File: src/rtl/in_reg_pkg.sv
// Shared limits and helpers for the input register bank.
package in_reg_pkg;

  localparam int MAX_DEPTH = 4;
  localparam int MAX_WIDTH = 32;

  // Width of a counter that must reach `depth` without wrapping.
  function automatic int fill_w(input int depth);
    return $clog2(depth + 1);
  endfunction

endpackage

File: src/rtl/in_reg_stage.sv
// One WIDTH-bit register stage: enable, synchronous clear, async active-low reset.
module in_reg_stage #(
  parameter int WIDTH = 8
) (
  input  logic             clk,
  input  logic             rst_n,
  input  logic             en_i,
  input  logic             clr_i,
  input  logic [WIDTH-1:0] d_i,
  output logic [WIDTH-1:0] q_o
);

  logic [WIDTH-1:0] data_q;
  logic [WIDTH-1:0] data_d;

  // NOTE: next-state logic assigns its default first so no path leaves data_d unassigned (no latch).
  always_comb begin
    data_d = data_q;
    if (clr_i) begin
      data_d = '0;
    end else if (en_i) begin
      data_d = d_i;
    end
  end

  // NOTE: state flops use non-blocking assignments so every stage samples its neighbour's old value.
  always_ff @(posedge clk or negedge rst_n) begin
    if (!rst_n) begin
      data_q <= '0;
    end else begin
      data_q <= data_d;
    end
  end

  assign q_o = data_q;

endmodule

File: src/rtl/in_reg_bank.sv
// Input register bank: DEPTH-stage capture chain per channel with fill tracking,
// last-stage change pulses and a per-channel combinational bypass.
module in_reg_bank
  import in_reg_pkg::*;
#(
  parameter int WIDTH   = 8,
  parameter int DEPTH   = 1,
  parameter int FIXHOLD = 0
) (
  input  logic             IQC,
  input  logic             QRT,
  input  logic [WIDTH-1:0] A2F,
  input  logic             IQE,
  input  logic             IQR,
  input  logic [WIDTH-1:0] ISEL,
  output logic [WIDTH-1:0] IQZ,
  output logic             IQV,
  output logic [WIDTH-1:0] IQEDGE
);

  if (WIDTH < 1 || WIDTH > MAX_WIDTH) begin : g_bad_width
    $error("in_reg_bank: WIDTH=%0d outside 1..%0d", WIDTH, MAX_WIDTH);
  end
  if (DEPTH < 1 || DEPTH > MAX_DEPTH) begin : g_bad_depth
    $error("in_reg_bank: DEPTH=%0d outside 1..%0d", DEPTH, MAX_DEPTH);
  end
  if (FIXHOLD < 0 || FIXHOLD > 1) begin : g_bad_fixhold
    $error("in_reg_bank: FIXHOLD=%0d outside 0..1", FIXHOLD);
  end

  localparam int              FILL_W = fill_w(DEPTH);
  localparam logic [FILL_W-1:0] FULL = FILL_W'(DEPTH);

  // chain[0] feeds stage 1; chain[k] is the output of stage k.
  logic [WIDTH-1:0] chain [DEPTH+1];

  // The hold-fix copy is a distinct net so physical design can pad it with
  // delay cells; logically it is the same value and adds no cycle.
  if (FIXHOLD == 1) begin : g_fixhold
    logic [WIDTH-1:0] a2f_hold;
    assign a2f_hold = A2F;
    assign chain[0] = a2f_hold;
  end else begin : g_direct
    assign chain[0] = A2F;
  end

  for (genvar k = 0; k < DEPTH; k++) begin : g_stage
    in_reg_stage #(
      .WIDTH (WIDTH)
    ) u_stage (
      .clk   (IQC),
      .rst_n (QRT),
      .en_i  (IQE),
      .clr_i (IQR),
      .d_i   (chain[k]),
      .q_o   (chain[k+1])
    );
  end

  logic [FILL_W-1:0] fill_q, fill_d;
  logic              iqv_q, iqv_d;
  logic [WIDTH-1:0]  edge_q, edge_d;

  always_comb begin
    fill_d = fill_q;
    iqv_d  = iqv_q;
    edge_d = '0;
    if (IQR) begin
      fill_d = '0;
      iqv_d  = 1'b0;
    end else if (IQE) begin
      if (fill_q != FULL) begin
        fill_d = fill_q + FILL_W'(1);
      end
      iqv_d  = (fill_d == FULL);
      // Stage DEPTH is about to take chain[DEPTH-1]; flag the bits that will flip.
      edge_d = chain[DEPTH-1] ^ chain[DEPTH];
    end
  end

  always_ff @(posedge IQC or negedge QRT) begin
    if (!QRT) begin
      fill_q <= '0;
      iqv_q  <= 1'b0;
      edge_q <= '0;
    end else begin
      fill_q <= fill_d;
      iqv_q  <= iqv_d;
      edge_q <= edge_d;
    end
  end

  assign IQZ    = (ISEL & A2F) | (~ISEL & chain[DEPTH]);
  assign IQV    = iqv_q;
  assign IQEDGE = edge_q;

endmodule
File: config.mk
export PLATFORM = sky130hd
export DESIGN_NAME = in_reg_bank
export DESIGN_NICKNAME = d
export VERILOG_FILES = /design/src/rtl/in_reg_pkg.sv /design/src/rtl/in_reg_stage.sv /design/src/rtl/in_reg_bank.sv
export SDC_FILE = /design/constraint.sdc
export NUM_CORES = 1
export LEC_CHECK = 0
export ABC_AREA = 1
export CORE_MARGIN = 8
export CORE_UTILIZATION = 42
export DETAILED_ROUTE_END_ITERATION = 7
export HOLD_SLACK_MARGIN = 0.12
export PLACE_DENSITY = 0.87
export SYNTH_ARGS = -nofsm -noshare
export SYNTH_HDL_FRONTEND = slang
export SYNTH_SLANG_ARGS = --single-unit
File: constraint.sdc
create_clock -name IQC -period 1.7 [get_ports IQC]
set_clock_uncertainty 0.1 [all_clocks]
set_input_delay 0.34 -clock IQC [delete_from_list [all_inputs] [get_ports IQC]]
set_output_delay 0.34 -clock IQC [all_outputs]
set_load 0.01 [all_outputs]
# Word-level counts from Yosys, hierarchy flattened
# Cells that the tools add are included.
# word_totals
ff_bits	17
latchBits	0
mem_bits_rw	0
rom_bits	0
input_bits	20
out_inout_bits	17
word_cells	17
mem_count	0
# op_classes
add_sub_neg	1
n_mul	0
n_div	0
order_cmp	0
n_eq_ne	0
shift	0
muxes	7
n_bitwise	5
n_reduce_logical	1
# ops
operator	n
$mux W8	4
$and A8 B8 Y8	2
$not A8 Y8	1
$or A8 B8 Y8	1
$xor A8 B8 Y8	1
$mux W1	3
$reduce_bool A2 Y1	1
$add A1 B1 Y1 const B	1

# Longest topological paths before layout
# Gate-level depths: netlist of run 1.
# depth
depth_word	4
mapped_depth	4
ltp_nobuf	4

# Modules after synthesis
# Synthesis of run 1 repeated with hierarchy kept, for this count alone.
# unflattened
hier_cells	103
hier_area_um2	813.3
# modules_own_cells
mod	n_inst	cells_per_inst	area_each_um2	seq_area_each_um2
in_reg_bank	1	68	478.0	225.2
in_reg_stage	1	35	335.3	200.2

# Worst setup path before layout of run 1
# No wires, ideal clock.
# synth_timing
kind	reg-to-output
start	register g_stage[0].u_stage.data_q[4]
end	output port IQZ[4]
arrival_ps	667
required_time_ps	1260
setup_slack_ps	593
stages_incl_launch_ff	3
path_buffers	0
path_cell_list	dfrtp_1 > inv_1 > o21ai_0
# synth_between
elab_chain_len	2
# synth_lines
item	line_no	text
start, declared	in_reg_stage.sv:13	logic [WIDTH-1:0] data_q;
start signal, assigned	in_reg_stage.sv:31	data_q <= data_d;
$and A8 B8 Y8	in_reg_bank.sv:93	assign IQZ = (ISEL & A2F) | (~ISEL & chain[DEPTH]);
$or A8 B8 Y8	in_reg_bank.sv:93	
end, declared	in_reg_bank.sv:16	output logic [WIDTH-1:0] IQZ,
# No other way between the ends.

# Worst setup path after layout of run 1
# layout_timing
start	input port A2F[0]
end	output port IQZ[0]
# layout_between
elab_chain_len	2
# layout_lines
item	line_no	text
start, declared	in_reg_bank.sv:12	input logic [WIDTH-1:0] A2F,
$and A8 B8 Y8	in_reg_bank.sv:93	
$or A8 B8 Y8	in_reg_bank.sv:93	
# No other way between the ends.

==> results.md, run 1 <==
- Pwr Density: 668 nW/um^2
- Worst vdd ir: 468 uV
- Req. time, crit path: 1.26 ns
- Ant diodes: 0
- Met1 Routed Length: ~800 um
- GRT overflow: 0
- Ports: 37
- Flop and latch count out of synthesis: 17
- R2R cell count: 3
- Commonest non-fill, non-tap cell in the layout: nand2_1
- Wirelength, routed: 2210 um
- Vias in the first global route: 859
- Clock Latency Late Sink: roughly 0.28 ns
- CTS root buf: clkbuf_4
- Die span in y: 59.4 um
- Ys Warns: 0
- # resized after CTS: 8
- Layout cells sized above 1: 0.124
- Max Cap Violations: 0
- Reg2Reg Setup Slack: 0.88 ns
- Rows: 15
- Vias/cell: 4.76
- Wire per inst: around 12 um
- Mean Syn Cell Area: 7.60 sq um
- # H-tree levels: 1
- Yosys cell types: 9
- CTS tree: done
- Dpl ws: -0.278 ns
- Area of the multi-input gates: 320 sq um
- Cell Count, Final, Fillers Out: 178
- Post-route ant nets: 0
- Pin count of the biggest net entering global routing: 18
- Via count: ~850
- GRT Overall Usage: 0.136
- Internal power: ~0.00062 W
- Max Transition Viols Final: 0
- Hold slack: 0.281 ns
- Setup Crit Path Kind: input port to output pin
- Fillers: 132
- Drt first-iter violations: 26
- Slew HR: 0.808
- Synth area leaders: dfrtp_1, nand2_1, nor2_1
- Commonest cells after routing, fill and taps aside: nand2_1, clkdlybuf4s50_1, nor2_1
- Wire length on met2: 1170 um
- Core area: 1750 sq um
- Fin crit share: 0.967
- WP data arrival: roughly 1.2 ns
- Gate Count Post-Synth: 104
- Switching Share: 0.261
- Synth top area share: 0.538
- Critical Path End Type: output pin
- Syn Nets: 124
- R2R Path Start: g_stage[0].u_stage.q_o[0]
- Final Hold Viols: 0
- R2r endpoint: IQEDGE[0]
- Sequential area share after synthesis: 0.538
- Sw Pwr: roughly 0.00022 W
- Status: finished, final reports clean
- Final setup viols: 0
- Post-route cell area: 1260 sq um
- Yosys top cell by area: dfrtp_1
- Post-CTS Setup Repair Bufs: 0
- Clock slew at reported path FFs: 0.10 ns
- Clock buffer depth: 2
- P_leak: between 0.6 and 0.7 nW
- Antenna violations before repair: 0
- Worst Max-Slew Pin Slew: 0.286 ns
- Placed Cells: 174
- Clock share of power: 0.245
- Cell Area, Synth: slightly below 800 sq um
- Initial core utilization: 0.453
- Final #Nets: approximately 170
- Part of the power in registers: 0.522
- Startpoint Class: input port
- Sequential cell area: approximately 430 sq um
- Die width: 59.4 um
- Port bufs: 36
- Post-layout min period: 1.64 ns
- TritonCTS buffer count: 3
- Synth-to-Final Area Change: 59.3%
- RSZ-0062 raised after global routing: false
- Sink Count: 17
- Combinational share of power: 0.233
- Routability congestion estimate: 0.712
- HPWL after detailed placement: between 1500 and 2000 um
- Die Area: 3530 sq um
- Post-route DRC: 0
- Routed length on met3: about 220 um
- First-pass GRT wire length: 3710 um
- Hold crit path type: input port to async pin
- Crit path max fanout: 2
- Area post-placement: about 1200 sq um
- CTS Hold Bufs: 0
- TritonRoute pass-1 iters: 4
- Max Clock Freq: 608 MHz
- Setup ws final: roughly 0.056 ns
- Top Metal Used: met4
-- metrics by stage --
| stage | TNS [ns] | utilization | total power [W] |
|---|---|---|---|
| 4_1_cts | 0 | 0.725 | 0.000851 |
| 2_1_floorplan | 0 | - | 0.000511 |
| 5_1_grt | 0 | 0.722 | 0.000896 |
| 3_5_place_dp | -1.97 | 0.716 | 0.000656 |
| 3_3_place_gp | -1.75 | 0.716 | 0.000646 |
| 6_report | 0 | 0.722 | 0.000842 |
-- sequential cells by signal, summed over array words and instances (netlist names) --
register and count:
IQV 1, IQEDGE 8, g_stage.u_stage.q_o 8
-- kinds of logic after synthesis --
logic type / count (synthesis) / share of synthesized area
AO/OA/AOI/OAI: 8 / 0.0506
flip-flops: 17 / 0.538
AND/OR/NAND/NOR: 68 / 0.354
buffers and inverters: 11 / 0.0570
-- power groups by stage --
stage,Sequential (W),Combinational [W],Clock (W)
2_1_floorplan,0.000451,0.0000604,0
3_3_place_gp,0.000446,0.000200,0
3_5_place_dp,0.000448,0.000208,0
4_1_cts,0.000440,0.000198,0.000213
5_1_grt,0.000442,0.000217,0.000236
6_report,0.000440,0.000196,0.000206
-- routing by layer --
metal,track usage,vias up
met4,0.0512,0
li1,-,419
met5,0,-
met1,0.130,391
met3,0.0521,2
met2,0.254,35
-- critical path, cell delays in order --
cell	delay, ns
clkdlybuf4s50_1	0.48
nand2_1	0.05
o21ai_0	0.07
clkdlybuf4s15_1	0.26
-- worst max-delay path by stage --
stage                         to                 startpoint  depth (start not counted)
after floorplan           IQZ[4]  g_stage[0].u_stage.q_o[4]                          2
final                     IQZ[0]                     A2F[0]                          4
after global placement    IQZ[7]                     A2F[7]                          4
after global routing      IQZ[3]                     A2F[3]                          4
after detailed placement  IQZ[2]                     A2F[2]                          4
after CTS                 IQZ[2]                     A2F[2]                          4
-- cell type report --
| class | count | share of cell area |
|---|---|---|
| Timing Repair Buffer | 46 | 0.333 |
| Multi-Input combinational cell | 76 | 0.254 |
| Inverter | 10 | 0.0298 |
| Tap cell | 25 | 0.0248 |
| Sequential cell | 17 | 0.338 |
| Clock buffer | 4 | 0.0209 |
-- cell usage after synthesis --
library cell,count
nor2_4,2
nor2_1,18
inv_1,9
buf_4,1
o21ai_0,8
nand2_1,40
inv_2,1
dfrtp_1,17
nand3_1,8
No activity file was read; power rests on OpenSTA's default activity.
==> run 2: changes to the inputs <==
- CORE_UTILIZATION: 42 -> 50
- DONT_BUFFER_PORTS: unset -> 1
- PLACE_DENSITY: 0.87 -> 0.7
==> run 2 against run 1 <==
Power fell by 8.0%; fmax rose by 5.0%; worst hold slack got worse by 0.14 ns; clock power rose by 8%; critical endpoint is now IQV.
==> results.md, run 2 (synthesis results as in run 1) <==
- # H-tree levels: 1
- Clock buffer depth: 2
- Post-route ant nets: 0
- Req. time, crit path: 1.79 ns
- Via count: 685
- Routability congestion estimate: 0.664
- Die width: approximately 56 um
- RSZ-0062 raised after global routing: false
- TritonCTS buffer count: 3
- Crit path max fanout: 3
- Vias/cell: 5.07
- GRT overflow: 0
- GR peak layer: met2
- Final Hold Viols: 0
- CTS root buf: clkbuf_4
- Vias in the first global route: 710
- Reg2Reg Setup Slack: 0.35 ns
- Commonest non-fill, non-tap cell in the layout: nand2_1
- Post-CTS Setup Repair Bufs: 0
- Worst Max-Slew Pin Slew: around 0.74 ns
- Pwr Density: 816 nW/um^2
- Initial core utilization: 0.531
- Clock slew at reported path FFs: approximately 0.10 ns
- GRT met3 Usage: 0.0685
- Post-route DRC: 0
- CTS Hold Bufs: 12
- GR Layer Usage met2: 0.220
- Setup Crit Path Kind: input port to flop
- Max Cap Violations: 0
- Die Area: between 3000 and 4000 sq um
- Tot Pwr: 0.000775 W
- Critical Path End Type: flop
- Fin crit share: 0.921
- CTS tree: done
- TritonRoute pass-1 iters: 4
- Sum Neg Setup Slack: 0 ns
- Port bufs: 0
- Worst vdd ir: around 580 uV
- Sink Count: 17
- Synth-to-Final Area Change: 20.1%
- GRT Overall Usage: 0.128
- Startpoint Class: input port
- Drt first-iter violations: 11
- WP data arrival: 1.66 ns
- Wirelength, routed: between 1500 and 2000 um
- Final setup viols: 0
- Post-layout min period: ~1.6 ns
- HPWL after detailed placement: 1320 um
- Clock Latency Late Sink: 0.30 ns
- Commonest cells after routing, fill and taps aside: nand2_1, nor2_1, dfrtp_1
- Status: finished, final reports clean
- Hold crit path type: input port to flop
- Die span in y: about 56 um
- Ant diodes: 0
- Max Transition Viols Final: 0
- Pin count of the biggest net entering global routing: 18
- Antenna violations before repair: 0
- Final #Nets: 140
- Max Clock Freq: between 600 and 700 MHz
- Core area: about 1500 sq um
- GR met1 Demand/Resource: 0.123
- Layout cells sized above 1: 0.0504
- Fillers: 125
- Rows: 14
- First-pass GRT wire length: 3240 um
- # resized after CTS: 0
- Slew HR: 0.504
- Wire per inst: 14.0 um
- Ports: 37
- P_leak: 0.477 nW
-- run 2: changes by cell type in the layout (fill, tap and decap cells not counted) --
| cell | previous run | this run |
|---|---|---|
| clkdlybuf4s15_1 | 4 | 0 |
| dlygate4sd3_1 | 0 | 12 |
| buf_4 | 10 | 0 |
| dlygate4sd2_1 | 1 | 0 |
| clkbuf_2 | 3 | 0 |
| clkdlybuf4s50_1 | 28 | 0 |
-- run 2: cell type report --
class                           instances  area (sq um)  area share
Sequential cell                        17           425       0.448
Multi-Input combinational cell         76           320       0.337
Timing Repair Buffer                   12           120       0.126
Inverter                               10          37.5      0.0395
Clock buffer                            4          26.3      0.0277
Tap cell                               16          20.0      0.0211
-- run 2: power by group --
| group | leakage (nW) | internal [W] | switching, W |
|---|---|---|---|
| Clock | 0.0150 | 0.0000917 | 0.000130 |
| Sequential | 0.226 | 0.000426 | 0.0000213 |
| Combinational | 0.236 | 0.0000423 | 0.0000639 |
| Total | 0.477 | 0.000560 | 0.000215 |
-- run 2: final timing paths --
kind / startpoint / cells after the start / endpoint
worst min-delay path: IQR / 3 / IQEDGE[6]
max in group asynchronous: QRT / 1 / g_stage[0].u_stage.q_o[3]
worst max-delay path: IQR / 3 / IQV
worst max register to register: IQV / 3 / IQV
min in group asynchronous: QRT / 1 / g_stage[0].u_stage.q_o[6]
worst min register to register: g_stage[0].u_stage.q_o[2] / 2 / g_stage[0].u_stage.q_o[2]
-- run 2: per-stage QoR --
step / area (sq um) / util / cells / hold WS [ns] / setup WS [ns]
after detailed placement: 803 / 0.539 / 119 / -0.0551 / 0.519
final: 950 / 0.638 / 135 / 0.139 / 0.134
after global routing: 950 / 0.638 / 135 / 0.132 / 0.0576
after CTS: 950 / 0.638 / 135 / 0.147 / 0.136
after floorplan: 791 / - / 104 / -0.0556 / 0.593
after global placement: 803 / 0.539 / 119 / -0.0551 / 0.528
-- run 2: per-layer routing --
metal,routed length [um],up-vias,share of wire
met2,941,27,0.50
met4,24,0,0.013
met5,0,-,0
met1,740,305,0.39
li1,-,350,-
met3,188,3,0.099
-- run 2: worst max-delay path: stages --
cell	delay, ns
dlygate4sd3_1	0.67
nor2_1	0.08
dlygate4sd3_1	0.56
==> run 3: changes to the inputs <==
- PLACE_DENSITY: 0.7 -> 0.73
- REMOVE_ABC_BUFFERS: unset -> 1
- clock period: 1.7 -> 1.36 ns (I/O delays scaled with it)
==> run 3 against run 2 <==
Sequential power up 25%; via count is 3.4% higher; clock-buffer cell count unchanged; combinational power increased by 35%; cell area grew 2.1%; critical path depth shrank 1; routed wire length increased by 0.74%; register-to-register slack gained 0.18 ns; die area is the same; utilization grew 1.3 points; first-iteration DRC count is 18% higher; clock power increased by 23%; largest cell class unchanged; largest power group unchanged.
==> results.md, run 3 (synthesis results as in run 1) <==
- Post-CTS Setup Repair Bufs: 0
- Final setup viols: 0
- Final #Nets: 139
- # H-tree levels: 1
- Die span in y: 55.8 um
- Layout cells sized above 1: 0.119
- P_leak: 0.484 nW
- Max Cap Violations: 0
- Post-route DRC: 0
- GR met1 Demand/Resource: 0.132
- Post-route cell area: 970 sq um
- Setup Crit Path Kind: flop to output pin
- Via count: around 710
- Wire per inst: 14.2 um
- R2R cell count: 3
- Max Clock Freq: 770 MHz
- Hold path depth: 4
- Status: finished, final reports clean
- Drt first-iter violations: 13
- Clock buffer depth: 2
- TritonRoute pass-1 iters: 4
- Critical Path End Type: output pin
- Port bufs: 0
- GRT Overall Usage: 0.120
- Worst vdd ir: 517 uV
- Rows: 14
- Ports: 37
- Core area: between 1000 and 1500 sq um
- Die Area: 3110 sq um
- TritonCTS buffer count: 3
- Wirelength, routed: around 1900 um
- Area post-placement: 803 sq um
- Hold crit path type: input port to flop
- Commonest non-fill, non-tap cell in the layout: nand2_1
- GRT met3 Usage: 0.0502
- Ant diodes: 0
- GR Layer Usage met2: 0.192
- Crit path max fanout: 4
- Pwr Density: 1000 nW/um^2
- Clock slew at reported path FFs: ~0.10 ns
- Antenna violations before repair: 0
- Initial core utilization: 0.531
- Req. time, crit path: 0.99 ns
- HPWL after detailed placement: around 1300 um
- Vias in the first global route: between 700 and 800
- GRT overflow: 0
- RSZ-0062 raised after global routing: false
- Sum Neg Setup Slack: 0 ns
- Fillers: ~120
- Commonest cells after routing, fill and taps aside: nand2_1, nor2_1, dfrtp_1
- Routability congestion estimate: ~0.72
- First-pass GRT wire length: 3130 um
- Vias/cell: 5.28
- Worst Max-Slew Pin Slew: 0.738 ns
- Max Transition Viols Final: 0
- Pin count of the biggest net entering global routing: 18
- Slew HR: 0.507
- Startpoint Class: flop
- CTS root buf: clkbuf_4
- Final Hold Viols: 0
- Post-route ant nets: 0
- Synth-to-Final Area Change: 22.6%
- CTS tree: done
- Die width: 55.8 um
- Clock Latency Late Sink: 0.29 ns
- Post-layout min period: ~1.3 ns
- Sink Count: 17
- Fin crit share: 0.955
- GR peak layer: met2
- WP data arrival: 0.93 ns
## run 3: metrics by stage
stage	total power, W	setup WS (ns)	std cells	util	hold WS [ns]
after CTS	0.000978	0.00167	134	0.634	0.140
after global placement	0.000649	0.258	119	0.539	-0.123
final	0.000974	0.0612	134	0.651	0.146
after detailed placement	0.000654	0.236	119	0.539	-0.123
after global routing	0.00103	0.000127	134	0.651	0.161
after floorplan	0.000634	0.321	103	-	-0.124
## run 3: final cells by class
class,count,area [sq um],share of cell area
Clock buffer,4,26.3,0.0271
Inverter,10,37.5,0.0387
Multi-Input combinational cell,76,350,0.361
Sequential cell,17,425,0.439
Tap cell,16,20.0,0.0206
Timing Repair Buffer,11,110,0.114
## run 3: critical path, stage by stage, from the launching register on
cell and delay [ns]:
dfrtp_1 0.40, inv_1 0.06, o21ai_2 0.18
## run 3: repair_timing
item	in CTS	in global routing
setup endpoints to repair	8	7
gates resized for setup	9	7
hold buffers	11	0
endpoints found under the hold margin	34	0
## run 3: final timing paths
check	startpoint	to	slack, ns
worst max-delay path	g_stage[0].u_stage.q_o[0]	IQZ[0]	0.06
worst min-delay path	IQE	g_stage[0].u_stage.q_o[6]	0.15
worst max register to register	g_stage[0].u_stage.q_o[0]	IQEDGE[0]	0.53
worst min register to register	g_stage[0].u_stage.q_o[6]	g_stage[0].u_stage.q_o[6]	0.44
max in group asynchronous	QRT	g_stage[0].u_stage.q_o[0]	0.32
min in group asynchronous	QRT	IQEDGE[1]	0.38
## run 3: per-layer routing
metal	part of all wire	vias to the layer above
met5	0	-
met4	0.0052	0
met3	0.11	2
met2	0.49	28
met1	0.40	329
li1	-	349
## run 3: power breakdown
part,switching [W],internal (W)
logic,0.0000868,0.0000558
registers,0.0000267,0.000532
clock network,0.000159,0.000114
